## src/rtl/frame_bank_writer.sv

```systemverilog
// frame_bank_writer: streams one 1bpp frame into the selected ping-pong bank, pulses bank_full, then waits for a swap.
module frame_bank_writer #(
    parameter int FRAME_W         = 40,
    parameter int FRAME_H         = 32,
    parameter int BYTES_PER_FRAME = FRAME_W * FRAME_H / 8,
    parameter int ADDR_W          = 8
) (
    input  logic              CLK_40,
    input  logic              reset,
    input  logic              write_bank1,
    input  logic              write_bank2,
    input  logic [7:0]        in_data,
    input  logic              in_valid,
    output logic              in_ready,
    output logic              wr_en_b1,
    output logic              wr_en_b2,
    output logic [ADDR_W-1:0] wr_addr,
    output logic [7:0]        wr_data,
    output logic              bank_full,
    output logic [15:0]       frame_count,
    output logic              overrun,
    output logic              sel_error
);
    typedef enum logic [1:0] {IDLE, FILL, DONE} state_t;
    localparam logic [ADDR_W-1:0] LAST = ADDR_W'(BYTES_PER_FRAME - 1);
    state_t            state, state_n;
    logic [1:0]        sel, cur_bank;
    logic [ADDR_W-1:0] addr;
    logic              hs, load, swap;
    assign sel = (write_bank1 && !write_bank2) ? 2'd1 : (write_bank2 && !write_bank1) ? 2'd2 : 2'd0;
    assign hs  = in_valid && in_ready;
    always_comb begin
        state_n  = state;
        load     = 1'b0;
        swap     = 1'b0;
        in_ready = 1'b0;
        case (state)
            IDLE: begin
                load    = sel != 2'd0;
                state_n = load ? FILL : IDLE;
            end
            FILL: begin
                swap     = sel != cur_bank;
                in_ready = !swap;
                load     = swap && sel != 2'd0;
                state_n  = swap ? (load ? FILL : IDLE) : (in_valid && addr == LAST) ? DONE : FILL;
            end
            DONE: begin
                load    = sel != 2'd0 && sel != cur_bank;
                state_n = load ? FILL : (sel == 2'd0) ? IDLE : DONE;
            end
            default: state_n = IDLE;
        endcase
    end
    always_ff @(posedge CLK_40) begin
        if (reset) state <= IDLE;
        else       state <= state_n;
    end
    // Write strobe, bank_full and frame_count all land one cycle after the accepting handshake
    always_ff @(posedge CLK_40) begin
        if (reset) begin
            cur_bank    <= 2'd0;
            addr        <= '0;
            wr_en_b1    <= 1'b0;
            wr_en_b2    <= 1'b0;
            wr_addr     <= '0;
            wr_data     <= 8'd0;
            bank_full   <= 1'b0;
            frame_count <= 16'd0;
            overrun     <= 1'b0;
            sel_error   <= 1'b0;
        end else begin
            wr_en_b1  <= hs && cur_bank == 2'd1;
            wr_en_b2  <= hs && cur_bank == 2'd2;
            bank_full <= hs && addr == LAST;
            overrun   <= overrun || swap;
            sel_error <= sel_error || (write_bank1 && write_bank2);
            if (hs) begin
                wr_addr <= addr;
                wr_data <= in_data;
                addr    <= addr + 1'b1;
            end
            if (hs && addr == LAST) frame_count <= frame_count + 16'd1;
            if (load) begin
                cur_bank <= sel;
                addr     <= '0;
            end
        end
    end
endmodule
```

## config.mk

```make
export PLATFORM = sky130hd
export DESIGN_NAME = frame_bank_writer
export DESIGN_NICKNAME = d
export VERILOG_FILES = /design/src/rtl/frame_bank_writer.sv
export SDC_FILE = /design/constraint.sdc
export NUM_CORES = 1
export LEC_CHECK = 0
export ABC_AREA = 1
export CAP_MARGIN = 0
export CORE_ASPECT_RATIO = 0.9
export CORE_MARGIN = 8
export CORE_UTILIZATION = 57
export CTS_BUF_LIST = sky130_fd_sc_hd__clkbuf_8
export DETAILED_ROUTE_END_ITERATION = 12
export GPL_ROUTABILITY_DRIVEN = 0
export PLACE_DENSITY_LB_ADDON = 0.3
export REMOVE_ABC_BUFFERS = 1
export SYNTH_ARGS = -nofsm -noshare
export SYNTH_HDL_FRONTEND = slang
export SYNTH_SLANG_ARGS = --single-unit
```

## constraint.sdc

```tcl
create_clock -name CLK_40 -period 3.1 [get_ports CLK_40]
set_input_delay 0.31 -clock CLK_40 [delete_from_list [all_inputs] [get_ports CLK_40]]
set_output_delay 0.31 -clock CLK_40 [all_outputs]
set_load 0.03 [all_outputs]
```

==> flow_summary.ini <==
[status]
status = complete, no violations

[timing]
finalMaxSlewViolations = 0
period_needed_ns = 2.55
slew_headroom = 0.606
rsz0062_at_grt = no
hold_violations = 0
finalCritPeriodShare = 0.822
max_freq_mhz = 392
layout_setup_ws_ns = 0.551
tightestPinTransition_ns = 0.590
finalSetupViolations = 0
final.setup.tns_ns = 0
fin_skew_ns = 0.0114

[clock_network]
postCtsHoldBufs = 0
cts_resized = 0
htreeDepth = 2
clk_latency_ns = 0.30
cts_setup_buffers = 0
cts_root_buf = clkbuf_8
clk_path_buf_depth = 2
numCtsBuffers = 5
clock-sinks = 49
cts_tree = built
clk_transition_reported_paths_ns = 0.08

[final_layout]
nets = 439
layout_commonest_cell = nand2_1
final_cell_mix = nand2_1 (132), clkdlybuf4s50_1 (50), nor2_1 (49), dfxtp_1 (49), a21oi_1 (36)
drive_above_1_share = 0.0502
ff_latch_area_um2 = 981
area_delta_synth_final_pct = 24.6
layout.cells.non_filler = 466
antenna-diode-count = 0
multi_input_area_um2 = 1280
final.fill_count = 346

[detailed_routing]
drtPass1Iterations = 4
wirelength_um = 5960
first_iter_violations = 195
wl_per_cell_um = 12.8
num_vias = 2448
drc = 0
via_per_inst = 5.25
antenna_left = 0

[global_routing]
first_global_vias = 2243
track_usage = 0.176
grt_pass1_wl_um = 9790
grt_max_degree = 34
grt.overflow.total = 0
antenna_found_initial = 0

[setup_path]
endpoint_kind = output port
reg2reg_from = state[1]$_SDFF_PP0_
crit_path_max_fanout = 4
path_class = in -> out
arrival_ns = 2.24
crit_start = write_bank2
rr_endpoint = addr[4]$_SDFFE_PP0P_
required_ns = 2.79
start_kind = primary input
reg2reg_slack_ns = 1.20
ff2ff_path_depth = 9

[logic_synthesis]
synth_area_per_cell_um2 = 6.67
synth_cells = 369
synth_compound_area_frac = 0.0900
synth_xor_area_frac = 0.0356
ys_ff_latch = 49
yosys.area.top_type = dfxtp_1
ys_types = 27
synthMuxAreaShare = 0
yosys.area_share.simple = 0.348
synthesis.area_um2 = 2460
yosys-top-cells-area = dfxtp_1 (40%), nand2_1 (20%), nor2_1 (7.5%)
yosys.area_share.adder = 0.0458
yosysWarnings = 0
synth_top_area_share = 0.399
synth_top_family_by_area = simple AND/OR/NAND/NOR gates
ys_seq_area_frac = 0.399

[job]
maxCapViolations = 0

[hold_path]
holdPathEnd = sel_error$_SDFF_PP0_
min_path_cells = 2
min_path_type = reg -> reg
hold_start = sel_error$_SDFF_PP0_

[power]
ir_worst_vdd_v = 0.000404
powerDensity_nw_per_um2 = 389
p_leak_nw = 1.15

[placement]
dp.cells = 458
pre_cts_slack_ns = 0.561
port_buffers = 50
dp_hpwl_um = 4290

[floorplan]
rows = 22
start_util = 0.600
core_um2 = 4100
die_w_um = 85.2
dieArea_um2 = 6680
io_pins = 51
dieHeight_um = 78.3
[flip-flops by register name (all words and copies together), names as in the netlist]
name	cells
wr_en_b1	1
sel_error	1
frame_count	16
bank_full	1
overrun	1
addr	8
wr_data	8
wr_en_b2	1
wr_addr	8
cur_bank	2
state	2
[cells by family (layout without fill, tap and decap cells)]
kind of cell               after synthesis  count (layout)
adders and majority gates                9               9
xor gates and xnor gates                10              10
AOI/OAI and AO/OA                       43              43
buffers and inverters                   48              97
and+or+nand+nor                        210             210
DFF                                     49              49
[per-stage QoR]
stage                     power, mW  hold WS [ns]  utilization  area, um2
after floorplan               0.761         0.379            -       2400
after global placement        0.818         0.447        0.725       2970
after detailed placement      0.823         0.454        0.725       2970
after CTS                      1.19         0.469        0.747       3060
after global routing           1.23         0.493        0.747       3060
final                          1.19         0.469        0.747       3060
[routing by layer]
metal,track usage,routed length (um),vias up
li1,-,-,1244
met2,0.304,2700,89
met5,0,0,-
met4,0.0515,70,0
met3,0.0531,396,9
met1,0.205,2790,1106
[cell type report]
cell class,instances,share of cell area
sequential,49,0.320
clock buffer,5,0.0225
multi-input combinational,272,0.417
inverter,37,0.0457
clock inverter,3,0.00694
tap,48,0.0196
timing repair buffer,52,0.168
[critical path, stage by stage]
cell and delay (ns):
clkdlybuf4s50_1 0.50, inv_1 0.05, ha_1 0.21, inv_1 0.09, nand2_1 0.07, nand2_1 0.06, nand2_1 0.10, nor2_1 0.16
clkdlybuf4s50_1 0.70
[synth_stat cells]
cell / instances
nand2_1: 132
dfxtp_1: 49
nor2_1: 49
a21oi_1: 36
inv_1: 33
nand3_1: 15
ha_1: 9
xnor2_1: 6
clkbuf_1: 5
nand4_1: 5
xor2_1: 4
buf_2: 3
o21ai_0: 3
buf_6: 2
inv_2: 2
nor2_4: 2
nor4_1: 2
o21ai_1: 2
or2_2: 2
a21oi_2: 1
clkbuf_2: 1
clkinv_1: 1
clkinv_2: 1
nand2_2: 1
nand3_2: 1
nor2_2: 1
o211ai_1: 1
[how the worst max path moves through the flow]
stage	to	slack, ns	cells after the start
after floorplan	frame_count[10]$_SDFFE_PP0P_	1.24	10
after global placement	in_ready	0.63	7
after detailed placement	in_ready	0.56	9
after CTS	in_ready	0.54	9
after global routing	in_ready	0.45	9
final	in_ready	0.55	9
[power by group]
part           leakage, nW  total (mW)  switching [mW]  internal, mW
Clock               0.0445       0.379           0.219         0.160
Combinational        0.711       0.157          0.0980        0.0588
Sequential           0.396       0.655          0.0128         0.642
Power figures use the tool's default switching activity.
